--- src/rtl/banner_scroller.sv ---
`timescale 1ns/1ps
// banner_scroller: streams one ROM row per scroll tick to a serial display.
// clk/rst_n/enable in; rom_address out, rom_data in; ser_data/ser_clk/ser_latch, busy, overrun out.
module banner_scroller #(
  parameter int ROW_COUNT  = 129,
  parameter int ROW_WIDTH  = 57,
  parameter int SCROLL_DIV = 1000000
) (
  input  logic                 clk,
  input  logic                 rst_n,
  input  logic                 enable,
  output logic [7:0]           rom_address,
  input  logic [ROW_WIDTH-1:0] rom_data,
  output logic                 ser_data,
  output logic                 ser_clk,
  output logic                 ser_latch,
  output logic                 busy,
  output logic                 overrun
);

  localparam int CW = (SCROLL_DIV > 1) ? $clog2(SCROLL_DIV) : 1;
  localparam int BW = $clog2(ROW_WIDTH + 1);

  typedef enum logic [2:0] {
    S_IDLE,
    S_WAIT,
    S_CAPTURE,
    S_SHIFT_LO,
    S_SHIFT_HI,
    S_LATCH
  } state_t;

  state_t               state;
  state_t               state_nx;
  logic [CW-1:0]        div_cnt;
  logic                 tick;
  logic [ROW_WIDTH-1:0] shreg;
  logic [BW-1:0]        bit_cnt;
  logic [7:0]           ptr;
  logic                 last_bit;
  logic                 shifting;

  assign tick     = enable && (div_cnt == CW'(SCROLL_DIV - 1));
  assign last_bit = (bit_cnt == BW'(ROW_WIDTH - 1));
  assign shifting = (state == S_SHIFT_LO) || (state == S_SHIFT_HI);

  always_ff @(posedge clk or negedge rst_n) begin
    if (!rst_n) begin
      div_cnt <= '0;
    end else if (enable) begin
      div_cnt <= tick ? '0 : div_cnt + 1'b1;
    end
  end

  always_ff @(posedge clk or negedge rst_n) begin
    if (!rst_n) begin
      state <= S_IDLE;
    end else begin
      state <= state_nx;
    end
  end

  always_comb begin
    state_nx = state;
    unique case (state)
      S_IDLE:     if (tick) state_nx = S_WAIT;
      S_WAIT:     state_nx = S_CAPTURE;
      S_CAPTURE:  state_nx = S_SHIFT_LO;
      S_SHIFT_LO: state_nx = S_SHIFT_HI;
      S_SHIFT_HI: state_nx = last_bit ? S_LATCH : S_SHIFT_LO;
      S_LATCH:    state_nx = S_IDLE;
      default:    state_nx = S_IDLE;
    endcase
  end

  always_ff @(posedge clk or negedge rst_n) begin
    if (!rst_n) begin
      shreg   <= '0;
      bit_cnt <= '0;
      ptr     <= '0;
    end else begin
      unique case (state)
        S_CAPTURE: begin
          shreg   <= rom_data;
          bit_cnt <= '0;
        end
        S_SHIFT_HI: begin
          shreg   <= {shreg[ROW_WIDTH-2:0], 1'b0};
          bit_cnt <= bit_cnt + 1'b1;
        end
        S_LATCH: begin
          ptr <= (ptr == 8'(ROW_COUNT - 1)) ? '0 : ptr + 8'd1;
        end
        default: ;
      endcase
    end
  end

  // ticks are dropped while a row is in flight; remember that it happened
  always_ff @(posedge clk or negedge rst_n) begin
    if (!rst_n) begin
      overrun <= 1'b0;
    end else if (tick && (state != S_IDLE)) begin
      overrun <= 1'b1;
    end
  end

  // outputs decode registered state only
  assign rom_address = ptr;
  assign ser_data    = shifting && shreg[ROW_WIDTH-1];
  assign ser_clk     = (state == S_SHIFT_HI);
  assign ser_latch   = (state == S_LATCH);
  assign busy        = (state != S_IDLE);

endmodule

--- config.mk ---
export PLATFORM = sky130hd
export DESIGN_NAME = banner_scroller
export DESIGN_NICKNAME = d
export VERILOG_FILES = /design/src/rtl/banner_scroller.sv
export SDC_FILE = /design/constraint.sdc
export NUM_CORES = 1
export LEC_CHECK = 0
export CELL_PAD_IN_SITES_DETAIL_PLACEMENT = 1
export CELL_PAD_IN_SITES_GLOBAL_PLACEMENT = 1
export CORE_MARGIN = 8
export CORE_UTILIZATION = 41
export CTS_CLUSTER_SIZE = 28
export DETAILED_ROUTE_END_ITERATION = 6
export GPL_ROUTABILITY_DRIVEN = 0
export GPL_TIMING_DRIVEN = 0
export PLACE_DENSITY = 0.85
export SETUP_SLACK_MARGIN = 0.2
export SYNTH_ARGS = -nofsm -noshare
export SYNTH_HDL_FRONTEND = slang
export SYNTH_SLANG_ARGS = --single-unit
export TNS_END_PERCENT = 100
--- constraint.sdc ---
create_clock -name clk -period 1.8 [get_ports clk]
set_clock_uncertainty 0.1 [all_clocks]
set_input_delay 0.36 -clock clk [delete_from_list [all_inputs] [get_ports clk]]
set_output_delay 0.36 -clock clk [all_outputs]
set_load 0.02 [all_outputs]
==> impl_metrics.tcl <==
set metrics [dict create \
    rsz0062_at_grt "true" \
    grt-busiest-layer "met2" \
    synth_nets 499 \
    die_w_um 118 \
    maxCapViolations 0 \
    routed_wl_um 13400 \
    finalCritPeriodShare_pct 111 \
    pwr-share-comb_pct 9.2 \
    power_frac_clock_pct 33.6 \
    leakagePower_nw 2.69 \
    crit_chain "buf_6, nor3b_4, buf_6, buf_6, buf_4" \
    grt_max_degree 65 \
    firstDrtPassIters 5 \
    grt_pass1_wl_um 19400 \
    drc 0 \
    setup_viol_count_final 6 \
    layout_common_cells "102 x nand2_1, 84 x dfrtp_1, 57 x clkdlybuf4s50_1" \
    synthCells 434 \
    violations "setup timing" \
    overflow 0 \
    io_buffers 71 \
    worst_slew_pin_slew_ps 452 \
    numCtsBuffers 9 \
    ir_drop_uv 352 \
    seq_power_share_pct 57.2 \
    std_cell_rows 37 \
    io_pins 73 \
    slowest_stage "dfrtp_1" \
    insertion_delay_ps 370 \
    slew_violations 0 \
    gr-usage-met3_pct 4.56 \
    grt_pass1_vias 4091 \
    cp_max_fo 10 \
    p_sw_share_pct 24.6 \
    dp_hpwl_um 7980 \
    setup_ws_ps -194 \
    clock_sinks 95 \
    via_per_inst 5.42 \
    power.internal_mw 2.99 \
    hold_violations 0 \
    root_buffer "clkbuf_8" \
    layout_min_cycle_time_ps 1990 \
    critical_path_class "reg -> out" \
    hp-class "in -> reg" \
    rrSetupSlack_ps -70 \
    gr-usage-met1_pct 19.4 \
    diodes 0 \
    crit_path_start_kind "register" \
    crit_arrival_ps 1530 \
    timing.fmax_mhz 501 \
    initial_core_util_pct 41.8 \
    die_area_sq_um 13900 \
    first_iter_violations 178 \
    final_core_util_pct 61.5 \
    synth_area_leaders "dfrtp_1 56%, nand2_1 12%, a22oi_1 9.9%" \
    ys_ff_latch 95 \
    netlist.area_leader.share_pct 55.9 \
    via_count 3858 \
    grtUsageTotal_pct 16.7 \
    cp.required_ps 1340 \
    slew-limit-headroom_pct 69.9 \
    avgSynthCellArea_sq_um 9.80 \
    path_common_cell "buf_6" \
    grt_use_met2_pct 29.9 \
    powerDensity_nw_per_um2 633 \
    outcome "finished with violations" \
    fin_nets 636 \
    end_kind "primary output" \
    die_y_um 118 \
    final_area_sq_um 6270 \
    yosys.area.top_type "dfrtp_1" \
    wl_per_cell_um 18.8 \
    clkTransAtPathRegs_ps 90 \
    antenna_found_initial 0 \
    ant_nets 0 \
    regArea_sq_um 2390 \
    synth-seq-area-share_pct 55.9 \
    drive_above_1_share_pct 32.1 \
    core_sq_um 10200 \
    cts_tree "built" \
    cts_max_level 3 \
    clockBufferDepth 2 \
    p_sw_mw 0.976 \
    synth_cell_types 38 \
    area_growth_pct 47.4 \
    critical_path.max_stage_delay_ps 380 \
    final_common_cell "nand2_1" \
    yosys_warnings 0 \
    multiInputGateArea_sq_um 2050 \
    placed_area_sq_um 5170 \
    fillers 1130 \
    synth_area_sq_um 4250 \
]
## cells by family after synthesis
logic type	count (synthesis)	synth area share, %
and+or+nand+nor	198	21.3
xor gates and xnor gates	17	3.50
DFF	95	55.9
adders and majority gates	5	1.47
AOI/OAI and AO/OA	89	14.6
buffers and inverters	30	3.18
## flip-flops by register name, indices dropped and copies added, names as in the netlist
signal	flops
bit_cnt	6
div_cnt	20
shreg	57
overrun	1
rom_address	8
state	3
## power by group through the flow
stage / registers [mW] / clock network, mW / logic (mW)
3_5_place_dp: 2.30 / 0 / 0.294
2_1_floorplan: 2.29 / 0 / 0.0873
4_1_cts: 2.26 / 1.36 / 0.305
3_3_place_gp: 2.30 / 0 / 0.272
6_report: 2.27 / 1.33 / 0.366
5_1_grt: 2.28 / 1.45 / 0.397
## path summary, 6_finish.rpt
check | end | depth (start not counted) | startpoint
min in group asynchronous | div_cnt[13]$_DFFE_PN0P_ | 2 | rst_n
setup reg to reg | rom_address[5]$_DFFE_PN0P_ | 10 | state[1]$_DFFE_PN0P_
hold reg to reg | overrun$_DFFE_PN0P_ | 1 | overrun$_DFFE_PN0P_
max in group asynchronous | state[2]$_DFFE_PN0P_ | 3 | rst_n
hold / removal | div_cnt[2]$_DFFE_PN0P_ | 3 | enable
setup / recovery | ser_clk | 5 | state[0]$_DFFE_PN0P_
## stage by stage
stage	setup WS [ps]	power [mW]	std cells	setup TNS (ps)	hold WS [ps]
after detailed placement	-651	2.60	642	-4730	241
after global placement	-3290	2.57	641	-314900	352
after global routing	-269	4.13	712	-1210	319
final	-194	3.97	712	-744	286
after floorplan	160	2.38	434	0	-35.6
after CTS	-178	3.92	686	-2650	269
## cell usage after synthesis
| cell type | instances |
|---|---|
| nand3_2 | 1 |
| and3_2 | 1 |
| o31a_1 | 2 |
| nand4_4 | 1 |
| nor4_1 | 2 |
| xnor2_1 | 12 |
| o31ai_1 | 2 |
| ha_1 | 5 |
| nor3_1 | 4 |
| dfrtp_1 | 95 |
| nor3b_1 | 3 |
| and3_1 | 3 |
| or3_4 | 1 |
| nor4bb_1 | 1 |
| a22o_1 | 4 |
| nand2b_1 | 3 |
| and4_1 | 2 |
| inv_1 | 7 |
| nand4b_1 | 2 |
| nor2b_1 | 4 |
| nand2_1 | 132 |
| a21oi_1 | 9 |
| inv_2 | 1 |
| buf_6 | 1 |
| a21o_1 | 2 |
| nor4b_1 | 1 |
| nand3_1 | 9 |
| buf_2 | 12 |
| nor2_1 | 14 |
| o22ai_1 | 2 |
| o211ai_1 | 1 |
| nand4bb_1 | 1 |
| or3_1 | 3 |
| clkbuf_1 | 9 |
| xor2_1 | 5 |
| o21ai_0 | 11 |
| nand4_1 | 10 |
| a22oi_1 | 56 |
## metal layers
layer  vias to the layer above  share of wire, %
met4                         0               2.1
li1                       1791                 -
met2                        91                53
met3                        27               3.7
met1                      1949                41
met5                         -                 0
## what timing repair did
item	in CTS	in global routing
setup endpoints to repair	89	94
gates cloned	0	4
pin swaps	12	19
setup buffers	27	22
hold buffers	1	0
resized for setup	85	142
endpoints found under the hold margin	31	0
## worst max-delay path: cells and delay by family (launching register included)
| family | cells | cell delay [ps] |
|---|---|---|
| and+or+nand+nor | 1 | 210 |
| buffers and inverters | 4 | 580 |
| DFF | 1 | 380 |
## final cells by class
cell class | count | share of cell area [%]
flip-flops and latches | 95 | 38.1
clock buffers | 14 | 2.59
repair buffers | 126 | 19.3
clock inverters | 2 | 0.240
well taps | 136 | 2.71
multi-input cells | 309 | 32.8
inverters | 8 | 0.519
plain buffers | 22 | 3.75
Note: power is estimated with default switching activity, not from simulation.
